--- src/rtl/audio_pkg.sv ---
// audio_pkg: shared types and default constants for the serial audio transmitter.
//   state_t      : link state (IDLE / RUN)
//   SAMPLE_W     : default sample width
//   SLOT_BITS    : default bclk periods per channel slot
//   BCLK_DIV     : default clk cycles per bclk half-period
//   FRAME_CYCLES : clk cycles per stereo frame at the defaults
//   ptr_width()  : counter width helper that never returns zero
package audio_pkg;

    typedef enum logic [0:0] {
        IDLE = 1'b0,
        RUN  = 1'b1
    } state_t;

    localparam int SAMPLE_W       = 7;
    localparam int SLOT_BITS      = 16;
    localparam int BCLK_DIV       = 4;
    localparam int DEF_FIFO_DEPTH = 4;
    localparam int FRAME_CYCLES   = 4 * SLOT_BITS * BCLK_DIV;

    // Width of a counter that must hold 0..n-1; a 1-entry range still needs one bit.
    function automatic int ptr_width(input int n);
        if (n > 1) begin
            return $clog2(n);
        end else begin
            return 1;
        end
    endfunction

endpackage

--- src/rtl/audio_sample_fifo.sv ---
// audio_sample_fifo: synchronous sample FIFO between the tone generators and the serial link.
//   clk, reset_n : clock and synchronous active-low reset
//   push, pop    : write / read requests (ignored when full / empty respectively)
//   wr_data      : sample to store
//   rd_data      : current head of the FIFO (valid while empty is low)
//   level        : registered occupancy
//   full, empty  : registered occupancy flags
module audio_sample_fifo import audio_pkg::*; #(
    parameter int WIDTH      = SAMPLE_W,
    parameter int FIFO_DEPTH = DEF_FIFO_DEPTH
) (
    input  logic                          clk,
    input  logic                          reset_n,
    input  logic                          push,
    input  logic                          pop,
    input  logic [WIDTH-1:0]              wr_data,
    output logic [WIDTH-1:0]              rd_data,
    output logic [$clog2(FIFO_DEPTH):0]   level,
    output logic                          full,
    output logic                          empty
);

    localparam int PTR_W = ptr_width(FIFO_DEPTH);
    localparam int LVL_W = $clog2(FIFO_DEPTH) + 1;
    localparam logic [PTR_W-1:0] PTR_ONE   = PTR_W'(1);
    localparam logic [LVL_W-1:0] LVL_ONE   = LVL_W'(1);
    localparam logic [LVL_W-1:0] LVL_DEPTH = LVL_W'(FIFO_DEPTH);

    logic [WIDTH-1:0] mem_r [FIFO_DEPTH];
    logic [PTR_W-1:0] wr_ptr_r;
    logic [PTR_W-1:0] rd_ptr_r;
    logic [LVL_W-1:0] level_r;
    logic             full_r;
    logic             empty_r;
    logic             do_push_s;
    logic             do_pop_s;
    logic [LVL_W-1:0] level_next_s;

    // Qualify requests against the registered flags and form the next occupancy.
    always_comb begin
        do_push_s    = push && !full_r;
        do_pop_s     = pop && !empty_r;
        level_next_s = level_r;
        if (do_push_s && !do_pop_s) begin
            level_next_s = level_r + LVL_ONE;
        end else if (!do_push_s && do_pop_s) begin
            level_next_s = level_r - LVL_ONE;
        end else begin
            level_next_s = level_r;
        end
    end

    // Sample storage; contents need no reset because the pointers define validity.
    always_ff @(posedge clk) begin
        if (do_push_s) begin
            mem_r[wr_ptr_r] <= wr_data;
        end
    end

    // Pointers, occupancy and flags; depth is a power of two so pointers wrap naturally.
    always_ff @(posedge clk) begin
        if (!reset_n) begin
            wr_ptr_r <= '0;
            rd_ptr_r <= '0;
            level_r  <= '0;
            full_r   <= 1'b0;
            empty_r  <= 1'b1;
        end else begin
            if (do_push_s) begin
                wr_ptr_r <= wr_ptr_r + PTR_ONE;
            end
            if (do_pop_s) begin
                rd_ptr_r <= rd_ptr_r + PTR_ONE;
            end
            level_r <= level_next_s;
            full_r  <= (level_next_s == LVL_DEPTH);
            empty_r <= (level_next_s == '0);
        end
    end

    assign rd_data = mem_r[rd_ptr_r];
    assign level   = level_r;
    assign full    = full_r;
    assign empty   = empty_r;

endmodule

--- src/rtl/audio_serial_tx.sv ---
// audio_serial_tx: buffers mono samples and sends each one in both slots of a
// left-justified serial frame (bclk, lrclk, sdata, MSB first).
//   clk, reset_n : clock and synchronous active-low reset
//   en           : link enable; dropping it abandons the current frame
//   s_data       : signed sample from the generator
//   s_valid      : s_data valid
//   s_ready      : FIFO has room (registered, independent of en)
//   bclk         : bit clock, 2*BCLK_DIV clk cycles per period
//   lrclk        : 0 = left slot, 1 = right slot
//   sdata        : serial data, changes only as bclk falls or at a frame load
//   frame_start  : one-cycle pulse when a new frame word is loaded
//   underrun     : sticky, set whenever a frame is loaded from an empty FIFO
//   fifo_level   : FIFO occupancy
module audio_serial_tx #(
    parameter int WIDTH      = audio_pkg::SAMPLE_W,
    parameter int SLOT_BITS  = audio_pkg::SLOT_BITS,
    parameter int BCLK_DIV   = audio_pkg::BCLK_DIV,
    parameter int FIFO_DEPTH = audio_pkg::DEF_FIFO_DEPTH
) (
    input  logic                          clk,
    input  logic                          reset_n,
    input  logic                          en,
    input  logic [WIDTH-1:0]              s_data,
    input  logic                          s_valid,
    output logic                          s_ready,
    output logic                          bclk,
    output logic                          lrclk,
    output logic                          sdata,
    output logic                          frame_start,
    output logic                          underrun,
    output logic [$clog2(FIFO_DEPTH):0]   fifo_level
);

    import audio_pkg::*;

    localparam int DIV_W = ptr_width(BCLK_DIV);
    localparam int BIT_W = $clog2(2 * SLOT_BITS);
    localparam int PAD   = SLOT_BITS - WIDTH;

    localparam logic [DIV_W-1:0] DIV_LAST  = DIV_W'(BCLK_DIV - 1);
    localparam logic [DIV_W-1:0] DIV_ONE   = DIV_W'(1);
    localparam logic [BIT_W:0]   BIT_ONE   = (BIT_W + 1)'(1);
    localparam logic [BIT_W:0]   BIT_SLOT  = (BIT_W + 1)'(SLOT_BITS);
    localparam logic [BIT_W:0]   BIT_FRAME = (BIT_W + 1)'(2 * SLOT_BITS);

    state_t                state_r;
    logic [DIV_W-1:0]      div_cnt_r;
    logic                  bclk_r;
    logic [BIT_W-1:0]      bit_cnt_r;
    logic [SLOT_BITS-1:0]  word_r;
    logic                  sdata_r;
    logic                  lrclk_r;
    logic                  frame_start_r;
    logic                  underrun_r;

    logic                  tick_s;
    logic                  fall_s;
    logic [BIT_W:0]        bit_next_s;
    logic [BIT_W:0]        slot_pos_s;
    logic                  lr_next_s;
    logic [SLOT_BITS-1:0]  shifted_s;
    logic                  load_s;
    logic [SLOT_BITS-1:0]  load_word_s;
    logic                  push_s;
    logic                  pop_s;

    logic [WIDTH-1:0]      fifo_rd_data_s;
    logic                  fifo_full_s;
    logic                  fifo_empty_s;

    audio_sample_fifo #(
        .WIDTH      (WIDTH),
        .FIFO_DEPTH (FIFO_DEPTH)
    ) u_fifo (
        .clk     (clk),
        .reset_n (reset_n),
        .push    (push_s),
        .pop     (pop_s),
        .wr_data (s_data),
        .rd_data (fifo_rd_data_s),
        .level   (fifo_level),
        .full    (fifo_full_s),
        .empty   (fifo_empty_s)
    );

    // Divider wrap, falling-edge detect, next bit position and the frame-load decision.
    always_comb begin
        tick_s     = (div_cnt_r == DIV_LAST);
        fall_s     = tick_s && bclk_r;
        bit_next_s = {1'b0, bit_cnt_r} + BIT_ONE;
        if (bit_next_s >= BIT_SLOT) begin
            slot_pos_s = bit_next_s - BIT_SLOT;
            lr_next_s  = 1'b1;
        end else begin
            slot_pos_s = bit_next_s;
            lr_next_s  = 1'b0;
        end
        // The bit to send is the slot position counted from the word MSB.
        shifted_s = word_r << slot_pos_s;
        load_s    = 1'b0;
        case (state_r)
            IDLE:    load_s = en;
            RUN:     load_s = en && fall_s && (bit_next_s == BIT_FRAME);
            default: load_s = 1'b0;
        endcase
        if (fifo_empty_s) begin
            load_word_s = '0;
        end else begin
            // Left-justify the sample in the slot; unsigned extension keeps the pad at zero.
            load_word_s = SLOT_BITS'(fifo_rd_data_s) << PAD;
        end
        push_s = s_valid && !fifo_full_s;
        pop_s  = load_s && !fifo_empty_s;
    end

    // Link state machine with divider, bit counter and registered serial outputs.
    always_ff @(posedge clk) begin
        if (!reset_n) begin
            state_r       <= IDLE;
            div_cnt_r     <= '0;
            bclk_r        <= 1'b0;
            bit_cnt_r     <= '0;
            word_r        <= '0;
            sdata_r       <= 1'b0;
            lrclk_r       <= 1'b0;
            frame_start_r <= 1'b0;
            underrun_r    <= 1'b0;
        end else if (load_s) begin
            state_r       <= RUN;
            div_cnt_r     <= '0;
            bclk_r        <= 1'b0;
            bit_cnt_r     <= '0;
            word_r        <= load_word_s;
            sdata_r       <= load_word_s[SLOT_BITS-1];
            lrclk_r       <= 1'b0;
            frame_start_r <= 1'b1;
            if (fifo_empty_s) begin
                underrun_r <= 1'b1;
            end
        end else begin
            frame_start_r <= 1'b0;
            case (state_r)
                IDLE: begin
                    div_cnt_r <= '0;
                    bclk_r    <= 1'b0;
                    bit_cnt_r <= '0;
                    sdata_r   <= 1'b0;
                    lrclk_r   <= 1'b0;
                end
                RUN: begin
                    if (!en) begin
                        // Abandon the partial frame; queued samples stay in the FIFO.
                        state_r   <= IDLE;
                        div_cnt_r <= '0;
                        bclk_r    <= 1'b0;
                        bit_cnt_r <= '0;
                        word_r    <= '0;
                        sdata_r   <= 1'b0;
                        lrclk_r   <= 1'b0;
                    end else if (tick_s) begin
                        div_cnt_r <= '0;
                        bclk_r    <= ~bclk_r;
                        if (bclk_r) begin
                            // Falling bclk: advance to the next bit; rising edges leave data alone.
                            bit_cnt_r <= bit_next_s[BIT_W-1:0];
                            sdata_r   <= shifted_s[SLOT_BITS-1];
                            lrclk_r   <= lr_next_s;
                        end
                    end else begin
                        div_cnt_r <= div_cnt_r + DIV_ONE;
                    end
                end
                default: begin
                    state_r   <= IDLE;
                    div_cnt_r <= '0;
                    bclk_r    <= 1'b0;
                    bit_cnt_r <= '0;
                    word_r    <= '0;
                    sdata_r   <= 1'b0;
                    lrclk_r   <= 1'b0;
                end
            endcase
        end
    end

    assign s_ready     = ~fifo_full_s;
    assign bclk        = bclk_r;
    assign lrclk       = lrclk_r;
    assign sdata       = sdata_r;
    assign frame_start = frame_start_r;
    assign underrun    = underrun_r;

endmodule

--- config.mk ---
export PLATFORM = sky130hd
export DESIGN_NAME = audio_serial_tx
export DESIGN_NICKNAME = d
export VERILOG_FILES = /design/src/rtl/audio_pkg.sv /design/src/rtl/audio_sample_fifo.sv /design/src/rtl/audio_serial_tx.sv
export SDC_FILE = /design/constraint.sdc
export NUM_CORES = 1
export LEC_CHECK = 0
export CAP_MARGIN = 20
export CORE_AREA = 3 3 85 87
export DETAILED_ROUTE_END_ITERATION = 6
export DIE_AREA = 0 0 88 90
export PLACE_DENSITY = 0.62
export SLEW_MARGIN = 5
export SYNTH_ARGS = -nofsm -noshare
export SYNTH_HDL_FRONTEND = slang
export SYNTH_SLANG_ARGS = --single-unit
export TNS_END_PERCENT = 30
--- constraint.sdc ---
create_clock -name clk -period 2.1 [get_ports clk]
set_clock_uncertainty 0.1 [all_clocks]
set_input_delay 0.21 -clock clk [delete_from_list [all_inputs] [get_ports clk]]
set_output_delay 0.21 -clock clk [all_outputs]
set_load 0.1 [all_outputs]
==> impl_results.md <==
* Cells after synthesis at 209
* IR drop worst, VDD at 0.442 mV
* P&R area growth vs syn at 27.4%
* Leak at 1.21 nW
* Total power at 2.92 mW
* Psw at 0.788 mW
* Worst-Skew Late Latency at 0.33 ns
* Clk buf depth at 2
* Synth top area share at 0.329
* Total gr overflow at 0
* Number of remaining DRC errors at 0
* Finished Core Util at 0.508
* First-pass GRT wire length at 7750 microns
* Synth top area cells: edfxtp_1, dfxtp_1, mux4_2
* Nets at 277
* Worst-case reg-to-reg path depth at 10
* Die Span X at 88 microns
* Cts hold-fix bufs at 0
* Post-Syn Area at 2560 sq um
* Fin crit share at 1.03
* Critical path type: flip-flop to flip-flop
* Hold WC Path Type: flip-flop to flip-flop
* Worst setup margin at -0.0569 ns
* Max-cap viol count at 0
* Synth Net Count at 232
* Final hold vios at 0
* CTS tree: built
* Synthesis-stage register bit count at 59
* Worst-path fanout max at 5
* Max frequency at 464 MHz
* Reg2Reg Setup Slack at -0.06 ns
* Layout fillers at 556
* Required time of the critical path at 2.22 ns
* Die area at 7920 sq um
* Synth Warn # at 0
* Final WL at 4670 microns
* Clock sinks at 59
* Hold Startpoint: div_cnt_r[0]
* Hold Path Sink: div_cnt_r[0]
* Cell taking the most area after synthesis: edfxtp_1
* Via count at 1661
* Slew Viols, Final at 0
* Post-synthesis sequential area ratio at 0.571
* DP Area at 2980 sq um
* Initial antenna violation count at 0
* Part of the power in registers at 0.455
* Total CTS buffers at 9
* CTS H-tree lvls at 3
* Mean Syn Cell Area at 12.2 sq um
* TritonRoute pass-1 iters at 4
* Clock power frac at 0.371
* Combinational share of power at 0.174
* Worst Path Arrival at 2.27 ns
* Pre-CTS setup slack at -0.0668 ns
* Antenna diodes at 0
* WHS Path Cells at 1
* Final ANT Viol Nets at 0
* Reg-to-reg critical path startpoint: bit_cnt_r[3]
* Final GP Congestion at 0.784
* Actual slew at the worst max-slew pin at 0.387 ns
* Int Pwr at 2.14 mW
* Clock transition at the registers of the reported paths at 0.07 ns
* Relative slew margins at 0.742
* Wire length per cell at 13.9 microns
* Synth unique cells at 43
* PortBufs at 19
* Die Height at 90 microns
* Share of layout cells above drive strength 1 at 0.290
* Vias in the first global route at 1630
* Tmin final at 2.16 ns
* Worst hold-check slack at 0.324 ns
* Crit path capture type: flip-flop
* Switching Fraction at 0.270
* Largest net degree at the start of global routing at 12
* 1st-iter DRT viols at 63
* Post-DP HPWL at 3190 microns
* PD cells at 897 nW/um^2
* RSZ-0062 raised after global routing: yes
* Cell Rows at 29
* Outcome: complete, but fails checks
* Via/cell ratio at 4.94
* CP startpoint kind: flip-flop
* Starting Density at 0.398
* GRT Total Usage at 0.130
* Ports at 20
* Violated checks: setup timing
* # setup viols final at 3
* Fin area at 3260 sq um
* R2r endpoint: u_fifo.empty
* CTS root buf: clkbuf_8
* Core area at 6420 sq um
logic make-up after synthesis:
| family | after synthesis | synth area share |
|---|---|---|
| AO/OA/AOI/OAI | 33 | 0.0944 |
| flip-flops | 59 | 0.571 |
| multiplexers | 10 | 0.0812 |
| XOR/XNOR | 11 | 0.0377 |
| AND/OR/NAND/NOR | 68 | 0.128 |
| buffers and inverters | 16 | 0.0284 |
| adder cells (fa/ha/maj) | 12 | 0.0587 |
synth_stat cells (all sizes together):
cell type  count
dfxtp         31
edfxtp        28
nor2          27
nand2         16
ha            12
a21oi         11
inv            8
mux4           8
nand3          8
xnor2          8
o21ai          7
a22oi          6
and2           5
buf            5
nor3           4
xor2           3
clkbuf         2
mux2i          2
nand2b         2
nor2b          2
nor3b          2
a211oi         1
a21bo          1
a21o           1
a31oi          1
a32oi          1
a41oi          1
and3           1
clkinv         1
nand3b         1
o211a          1
o21a           1
o31ai          1
power by group through the flow:
stage	clock network, mW	registers (mW)	logic [mW]
after floorplan	0	1.46	0.241
after global placement	0	1.35	0.480
after detailed placement	0	1.36	0.485
after CTS	1.12	1.33	0.487
after global routing	1.19	1.34	0.551
final	1.08	1.33	0.508
flip-flops by register name (all words and copies together) (netlist names), named ones only:
register and flops:
bclk 1, u_fifo.mem_r 28, u_fifo.rd_ptr_r 2, underrun 1, sdata 1, u_fifo.wr_ptr_r 2
word_r 7, u_fifo.empty 1, u_fifo.level 3, state_r 1, bit_cnt_r 5, div_cnt_r 2
frame_start 1, lrclk 1, u_fifo.full 1
per-layer routing:
layer / share of wire / global-route usage / up-vias
met5: 0 / 0 / -
met4: 0.013 / 0.0575 / 0
met3: 0.039 / 0.0466 / 7
met2: 0.50 / 0.202 / 26
met1: 0.45 / 0.159 / 795
li1: - / - / 833
cells in the final DEF, fill, tap and decap left out, types with 5 or more instances in the layout:
master and instances:
dfxtp_1 26, xnor2_1 6, clkbuf_8 9, and2_1 5, ha_1 10, buf_4 31
a21oi_1 10, inv_1 8, clkdlybuf4s50_1 10, mux4_2 7, edfxtp_1 28, nand3_1 5
a22oi_1 6, nand2_1 16, nor2_1 26
area by class of cell:
class	instances	area, sq um	area share
clock inverter	6	81.3	0.0250
timing repair buffer	41	333	0.102
multi-input combinational	134	1110	0.342
sequential	59	1470	0.452
tap	77	96.3	0.0296
clock buffer	10	128	0.0392
inverter	9	33.8	0.0104
how the worst max path moves through the flow:
stage / start / end / slack [ns] / depth (start not counted)
detailed placement: bit_cnt_r[0] / u_fifo.full / -0.07 / 11
finish: bit_cnt_r[3] / u_fifo.empty / -0.06 / 10
CTS: bit_cnt_r[1] / u_fifo.empty / -0.01 / 11
floorplan: bit_cnt_r[1] / u_fifo.empty / -0.005 / 11
global route: bit_cnt_r[1] / u_fifo.empty / -0.21 / 11
global placement: bit_cnt_r[0] / u_fifo.full / -0.04 / 11
critical path: stages, from the launching register on:
cell	delay [ns]
dfxtp_1	0.48
nand3_4	0.12
xnor2_2	0.15
inv_1	0.08
ha_2	0.19
nand3_4	0.08
o21a_4	0.24
o21ai_4	0.20
o21ai_1	0.11
a32oi_2	0.19
a21oi_1	0.10
stage by stage:
stage	TNS [ns]	cells
6_report	-0.106	336
5_1_grt	-1.41	336
3_3_place_gp	-0.0380	317
2_1_floorplan	-0.00482	209
3_5_place_dp	-0.0983	317
4_1_cts	-0.0125	333
what timing repair did:
item	4_1_cts	5_1_grt
setup buffers	0	3
setup endpoints to repair	6	12
pin swaps	3	3
gates resized for setup	2	6
No activity file was read; power rests on OpenSTA's default activity.
